--- config.mk ---
export PLATFORM = sky130hd
export DESIGN_NAME = uart_cmd_handler
export DESIGN_NICKNAME = d
export VERILOG_FILES = /design/src/rtl/uart_cmd_handler_pkg.sv /design/src/rtl/uart_cmd_handler_hamming.sv /design/src/rtl/uart_cmd_handler.sv
export SDC_FILE = /design/constraint.sdc
export NUM_CORES = 1
export LEC_CHECK = 0
export ABC_AREA = 1
export CORE_MARGIN = 2
export CORE_UTILIZATION = 50
export DETAILED_ROUTE_END_ITERATION = 10
export PLACE_DENSITY = 0.79
export SLEW_MARGIN = 20
export SYNTH_ARGS = -nofsm -noshare
export SYNTH_HDL_FRONTEND = slang
export SYNTH_SLANG_ARGS = --single-unit
--- constraint.sdc ---
create_clock -name clk -period 3.1 [get_ports clk]
set_clock_uncertainty 0.15 [all_clocks]
set_input_delay 0.31 -clock clk [delete_from_list [all_inputs] [get_ports clk]]
set_output_delay 0.31 -clock clk [all_outputs]
set_load 0.03 [all_outputs]
--- src/rtl/uart_cmd_handler_pkg.sv ---
// Shared definitions for the UART command handler: FSM state encoding,
// command codes and the default ACK/NACK reply bytes.
package uart_cmd_handler_pkg;

    typedef enum logic [2:0] {
        ST_IDLE      = 3'd0,
        ST_DECODE    = 3'd1,
        ST_EXEC      = 3'd2,
        ST_SEND_REQ  = 3'd3,
        ST_SEND_WAIT = 3'd4
    } state_e;

    localparam logic [3:0] CMD_ON     = 4'h1;
    localparam logic [3:0] CMD_OFF    = 4'h2;
    localparam logic [3:0] CMD_TOGGLE = 4'h3;
    localparam logic [3:0] CMD_SHOOT  = 4'h4;

    localparam logic [7:0] ACK_BYTE_DEF  = 8'h3C;
    localparam logic [7:0] NACK_BYTE_DEF = 8'hC3;

    // True for the four codes the handler knows how to execute.
    function automatic logic cmd_mapped(input logic [3:0] code);
        logic hit;
        hit = 1'b0;
        case (code)
            CMD_ON, CMD_OFF, CMD_TOGGLE, CMD_SHOOT: hit = 1'b1;
            default: hit = 1'b0;
        endcase
        return hit;
    endfunction

endpackage

--- src/rtl/uart_cmd_handler_hamming.sv ---
// Hamming(7,4) single-error-correcting decoder. Bit i of hamming_in is
// code position i+1; data is taken from positions {7,6,5,3}.
module hamming_7_4_decoder (
    input  logic [6:0] hamming_in,
    output logic [3:0] data_out,
    output logic       error_detected
);

    logic [2:0] syndrome;

    // Syndrome is the position of the flipped bit; only data positions need fixing.
    always_comb begin
        syndrome[0] = hamming_in[0] ^ hamming_in[2] ^ hamming_in[4] ^ hamming_in[6];
        syndrome[1] = hamming_in[1] ^ hamming_in[2] ^ hamming_in[5] ^ hamming_in[6];
        syndrome[2] = hamming_in[3] ^ hamming_in[4] ^ hamming_in[5] ^ hamming_in[6];
        data_out[0] = hamming_in[2] ^ (syndrome == 3'd3);
        data_out[1] = hamming_in[4] ^ (syndrome == 3'd5);
        data_out[2] = hamming_in[5] ^ (syndrome == 3'd6);
        data_out[3] = hamming_in[6] ^ (syndrome == 3'd7);
        error_detected = (syndrome != 3'd0);
    end

endmodule

--- src/rtl/uart_cmd_handler.sv ---
// UART command handler: decodes one received byte into an SPWM command,
// applies it, and answers with an ACK/NACK byte through uart_tx.
// Define UART_CMD_HAMMING_EN to decode the byte as Hamming(7,4) and count
// corrected single-bit errors in err_count.
//
// state        | meaning
// ST_IDLE      | waiting for rx_done (a captured byte moves on next cycle)
// ST_DECODE    | derive code and accept/reject from the captured byte
// ST_EXEC      | apply command, load ACK/NACK into data_to_tx
// ST_SEND_REQ  | start_tx high until tx_busy is seen
// ST_SEND_WAIT | wait for tx_busy low, then back to IDLE
module uart_cmd_handler
    import uart_cmd_handler_pkg::*;
#(
    parameter logic [7:0]  ACK_BYTE     = ACK_BYTE_DEF,
    parameter logic [7:0]  NACK_BYTE    = NACK_BYTE_DEF,
    parameter int unsigned PULSE_CYCLES = 48
) (
    input  logic       clk,
    input  logic       reset,
    input  logic [7:0] data_received,
    input  logic       rx_done,
    input  logic       parity_error,
    input  logic       tx_busy,
    output logic [7:0] data_to_tx,
    output logic       start_tx,
    output logic       enable,
    output logic       shoot,
    output logic       busy,
    output logic [7:0] err_count,
    output logic       overrun
);

    localparam int unsigned CNT_W = $clog2(PULSE_CYCLES + 1);
    localparam logic [CNT_W-1:0] PULSE_LOAD = CNT_W'(PULSE_CYCLES);

    state_e           state_q, state_d;
    logic             pend_q;
    logic [7:0]       rx_byte_q;
    logic             perr_q;
    logic [3:0]       code_q;
    logic             accept_q;
    logic             enable_q;
    logic [7:0]       data_to_tx_q;
    logic             overrun_q;
    logic [CNT_W-1:0] pulse_cnt_q;
    logic             rx_take;
    logic [3:0]       dec_code;
    logic             dec_accept;

    // A byte is taken only in IDLE with no byte already captured.
    assign rx_take = rx_done && (state_q == ST_IDLE) && !pend_q;

`ifdef UART_CMD_HAMMING_EN
    logic       dec_fix;
    logic [7:0] err_count_q;

    hamming_7_4_decoder u_hamming (
        .hamming_in     (rx_byte_q[6:0]),
        .data_out       (dec_code),
        .error_detected (dec_fix)
    );

    // Accept requires clean parity, bit 7 clear and a known command.
    always_comb begin
        dec_accept = !perr_q && !rx_byte_q[7] && cmd_mapped(dec_code);
    end

    // Saturating count of corrected single-bit errors.
    always_ff @(posedge clk or negedge reset) begin
        if (!reset) begin
            err_count_q <= 8'h00;
        end else if ((state_q == ST_DECODE) && dec_fix && (err_count_q != 8'hFF)) begin
            err_count_q <= err_count_q + 8'd1;
        end
    end

    assign err_count = err_count_q;
`else
    assign dec_code = rx_byte_q[3:0];

    // Accept requires clean parity, an all-zero upper nibble and a known command.
    always_comb begin
        dec_accept = !perr_q && (rx_byte_q[7:4] == 4'h0) && cmd_mapped(dec_code);
    end

    assign err_count = 8'h00;
`endif

    // FSM state register.
    always_ff @(posedge clk or negedge reset) begin
        if (!reset) begin
            state_q <= ST_IDLE;
        end else begin
            state_q <= state_d;
        end
    end

    // FSM next-state logic.
    always_comb begin
        state_d = state_q;
        case (state_q)
            ST_IDLE:      if (pend_q) state_d = ST_DECODE;
            ST_DECODE:    state_d = ST_EXEC;
            ST_EXEC:      state_d = ST_SEND_REQ;
            ST_SEND_REQ:  if (tx_busy) state_d = ST_SEND_WAIT;
            ST_SEND_WAIT: if (!tx_busy) state_d = ST_IDLE;
            default:      state_d = ST_IDLE;
        endcase
    end

    // Byte capture and sticky overrun for any strobe that cannot be taken.
    always_ff @(posedge clk or negedge reset) begin
        if (!reset) begin
            pend_q    <= 1'b0;
            rx_byte_q <= 8'h00;
            perr_q    <= 1'b0;
            overrun_q <= 1'b0;
        end else begin
            pend_q <= rx_take;
            if (rx_take) begin
                rx_byte_q <= data_received;
                perr_q    <= parity_error;
            end
            if (rx_done && !rx_take) begin
                overrun_q <= 1'b1;
            end
        end
    end

    // Decoded command registered at the end of DECODE.
    always_ff @(posedge clk or negedge reset) begin
        if (!reset) begin
            code_q   <= 4'h0;
            accept_q <= 1'b0;
        end else if (state_q == ST_DECODE) begin
            code_q   <= dec_code;
            accept_q <= dec_accept;
        end
    end

    // EXEC applies the command and loads the reply, which then holds until the next EXEC.
    always_ff @(posedge clk or negedge reset) begin
        if (!reset) begin
            enable_q     <= 1'b0;
            data_to_tx_q <= 8'h00;
        end else if (state_q == ST_EXEC) begin
            data_to_tx_q <= accept_q ? ACK_BYTE : NACK_BYTE;
            if (accept_q) begin
                case (code_q)
                    CMD_ON:     enable_q <= 1'b1;
                    CMD_OFF:    enable_q <= 1'b0;
                    CMD_TOGGLE: enable_q <= ~enable_q;
                    default:    enable_q <= enable_q;
                endcase
            end
        end
    end

    // Shoot pulse down-counter; an accepted SHOOT reloads it even mid-pulse.
    always_ff @(posedge clk or negedge reset) begin
        if (!reset) begin
            pulse_cnt_q <= '0;
        end else if ((state_q == ST_EXEC) && accept_q && (code_q == CMD_SHOOT)) begin
            pulse_cnt_q <= PULSE_LOAD;
        end else if (pulse_cnt_q != '0) begin
            pulse_cnt_q <= pulse_cnt_q - CNT_W'(1);
        end
    end

    assign data_to_tx = data_to_tx_q;
    assign start_tx   = (state_q == ST_SEND_REQ);
    assign enable     = enable_q;
    assign shoot      = (pulse_cnt_q != '0);
    assign busy       = (state_q != ST_IDLE);
    assign overrun    = overrun_q;

endmodule

======== Yosys cells after proc, flatten, opt, wreduce, memory -nomap -nowiden ========
Index checks and enable logic that the tools add are counted.
word-level totals
  bits in registers ....................... 34
  bits in latches ......................... 0
  RAM bits ................................ 0
  ROM bits ................................ 0
  input bits .............................. 13
  memories kept ........................... 0
operators by class
  $add $sub $neg .......................... 1
  multipliers ............................. 0
  divide/modulo/power cells ............... 0
  $lt $le $gt $ge ......................... 0
  eq/ne operators ......................... 15
  shifts and indexed selects .............. 0
  muxes and demuxes ....................... 9
  bitwise logic cells ..................... 1
  reductions and logical operators ........ 19
operators with widths
  kind                 number
  $eq 4x2->1 const B   4
  $pmux 3 s5           1
  $mux 6               2
  $mux 3               3
  $eq 4x1->1 const B   2
  $eq 4x3->1 const B   2
  $mux 8               1
  $logic_and 1x1->1    7
  $eq 3x2->1 const B   2
  $ne 2x2->1 const B   3
  $reduce_and 3->1     2
  $reduce_bool 3->1    2
  $reduce_bool 6->1    1
  $sub 6x1->6 const B  1
  $logic_not 4->1      1
  $reduce_or 4->1      1
  $eq 3x1->1 const B   1
  $eq 3x3->1 const B   1
  $logic_not 1->1      3
  $logic_not 3->1      1
  $pmux 1 s3           1
  $reduce_bool 2->1    1
  $mux 1               1
  $not 1->1            1

======== Longest topological paths before layout ========
  depth after elaboration ................. 5
  mapped depth ............................ 7
  gate-level depth less buffers ........... 7

======== Worst setup path after synthesis ========
OpenSTA, ideal clock, no wires.
  kind .................................... register -> register
  start point ............................. register state_q[0]
  end point ............................... register state_q[0]
  setup time .............................. 0.083 ns
  arrival time ............................ 1.460 ns
  data required time ...................... 2.867 ns
  slack ................................... 1.408 ns
  stages on the path, launching flop included .. 5
  path buffers ............................ 0
  cell sequence ........................... dfrtp_1 inv_1 nor3_1 nand2_1 o21ai_0
on the way
  cells in the longest elaborated chain, start to end .. 3
RTL lines
  item                               RTL line                source
  start: declaration                 uart_cmd_handler.sv:37  state_e state_q, state_d;
  start signal: assignment           uart_cmd_handler.sv:95  state_q <= state_d;
  $eq 3x2->1 (*)                     -
  net start_tx                       uart_cmd_handler.sv:26  output logic start_tx,
  $ne 2x2->1 (no source line)        -
  $reduce_and 3->1 (no source line)  -
Mark *: on every way through the listed nets, which the timed path passes. The rest lies on a longest branch.
A chain may end at the register's enable or synchronous reset.

======== Final worst setup path ========
  start point ............................. register pulse_cnt_q[0]
  end point ............................... output shoot
on the way
  cells in the longest elaborated chain, start to end .. 1
RTL lines
  item                      RTL line                 source
  start: declaration        uart_cmd_handler.sv:46   logic [CNT_W-1:0] pulse_cnt_q;
  start signal: assignment  uart_cmd_handler.sv:167  pulse_cnt_q <= pulse_cnt_q - CNT_W'(1);
  $reduce_bool 6->1         uart_cmd_handler.sv:174  assign shoot = (pulse_cnt_q != '0);
  end: declaration          uart_cmd_handler.sv:28   output logic shoot,
No other way between the ends.

==> qor.csv <==
metric,value,unit
status,"complete, no violations",
start_util,52.5,%
final_area,0.00170,mm2
synth_fa_ha_area_share,1.73,%
fmax,408,MHz
clock-sinks,28,
critPathArrivalTime,1.99,ns
multi_input_area,554,um2
synthTopCellsByCount,"nand2_1 (39), dfrtp_1 (28), inv_1 (25)",
dr.pass1.iters,4,
die_height,57.8,um
required,2.64,ns
grt_pass1_wl,4260,um
clockBufferDepth,2,
overflow,0,
ir_worst_vdd,0.000647,V
netlist_area,0.00145,mm2
dp_hpwl,1840,um
synth_top_cell_area_share,48.4,%
synth_edf_count,0,
synth_largest_area_cell,dfrtp_1,
vias_per_cell,4.86,
post-route-util,61.6,%
synth_most_common_cell,nand2_1,
finalCriticalPeriod,2.45,ns
start_kind,flip-flop,
cellPowerDensity,1030,mW/mm2
vias,1114,
cts_tree,done,
portBuffers,25,
register_area,701,um2
hold_buffers,0,
synth.mux.area_fraction,0,%
remaining_drc_errors,0,
crit_path_max_fanout,5,
crit_type,reg2out,
rows,19,
n_fill_cell,254,
synth_cells,177,
grt_pass1_vias,1008,
cts_root_buf,clkbuf_4,
fin_crit_sh,79.0,%
yosys_warnings,0,
synth_xor_area_share,0.605,%
synth_top_family_by_area,simple AND/OR/NAND/NOR gates,
maxCapViolCount,0,
ant_nets,0,
netlist_top_cells_area,"dfrtp_1 (48%), nand2_1 (10%), buf_4 (7.3%)",
hold_viol_final,0,
yosys.area_share.simple,25.9,%
synth_compound_area_share,7.95,%
area_growth,17.3,%
die_x,57.8,um
async_reset_ff_share,100,%
rsz0062_at_grt,false,
drive_above_1_share,5.56,%
grtUsageTotal,16.1,%
p_total,0.00175,W
die_area,0.00334,mm2
grt_max_degree,29,
synth.ff_latch_count,28,
synth_ff_type,dfrtp_1,
cts-buffers-inserted,3,
nets,214,
leakage,0.876,nW
fin_tns_setup,0,ns
antenna_found_initial,0,
finalMaxSlewViolations,0,
worst_skew_pair.late_latency,0.33,ns
place_area,0.00165,mm2
cts_resized,0,
cts.clk_slew.worst_paths,0.16,ns
drt-wirelength-per-cell,10.3,um
ys_types,22,
finalSetupViolations,0,
worst_setup_path_end_kind,output port,
seq_area_frac_synth,48.4,%
core_area,0.00276,mm2
diodes,0,
drtIter0Drc,52,
htree_levels,1,
num_io_pins,34,
cts_setup_buffers,0,
gp_congestion,0.802,
wirelength,2350,um
ff2ff_setup_slack,1.59,ns
hold_class,in2async,
postSynthAreaPerCell,8.18,um2
==> layout by cell type (no fill, tap or decap), types with 3 or more instances in the layout <==
cell / instances
clkbuf_4: 3
clkdlybuf4s50_1: 25
nand3_1: 11
o21ai_0: 19
nand2_1: 39
nor2_1: 22
dfrtp_1: 28
nand2_2: 3
conb_1: 8
inv_1: 25
==> power by group <==
group / leakage (nW) / switching, W / internal, W / total, W
registers: 0.346 / 0.000116 / 0.000530 / 0.000647
logic: 0.502 / 0.000541 / 0.000326 / 0.000867
clock network: 0.0279 / 0.000110 / 0.000131 / 0.000240
total: 0.876 / 0.000767 / 0.000987 / 0.00175
==> cell families (layout without fill, tap and decap cells) <==
logic type                 Yosys count  in the layout
adders and majority gates            2              2
buffers and inverters               41             55
AOI/OAI and AO/OA                   22             22
DFF                                 28             28
other                                1              8
xor gates and xnor gates             1              1
and+or+nand+nor                     82             82
==> per-stage QoR <==
step,hold WS (ns),std cells,worst slack [ns]
detailed placement,0.317,225,1.05
finish,0.172,229,0.651
global placement,0.307,225,1.14
floorplan,-0.136,184,1.41
CTS,0.188,229,0.658
global route,0.191,229,0.563
==> cell type report <==
class                      instances  share of cell area, %
sequential                        28                   41.3
multi-input combinational        115                   32.6
timing repair buffer              26                   15.2
inverter                          25                   5.53
tap                               31                   2.28
clock inverter                     1                   1.77
clock buffer                       3                   1.33
==> per-layer routing <==
layer / part of all wire [%] / up-vias / global-route usage [%] / routed length (um)
li1: - / 575 / - / -
met1: 44 / 503 / 21.0 / 1030
met2: 50 / 32 / 27.4 / 1170
met3: 5.2 / 4 / 2.23 / 123
met4: 1.2 / 0 / 5.98 / 29
met5: 0 / - / 0 / 0
==> state kept, by name, summed over array words and instances (netlist names), 2 cells and up <==
name         flops
state_q          3
data_to_tx       2
rx_byte_q        8
code_q           4
pulse_cnt_q      6
==> final timing paths <==
path,startpoint,endpoint,depth (start not counted)
worst min register to register,overrun,overrun,1
worst max-delay path,pulse_cnt_q[0],shoot,4
min in group clk,overrun,overrun,1
worst min-delay path,reset,data_to_tx[5],2
max in group asynchronous,reset,code_q[2],2
worst max register to register,pulse_cnt_q[0],pulse_cnt_q[0],7
==> critical path, stage by stage, from the launching register on <==
cell and delay (ns):
dfrtp_1 0.41, inv_1 0.11, ha_1 0.26, nand3_1 0.18, clkdlybuf4s50_1 0.70
(Power assumes the default switching activity.)
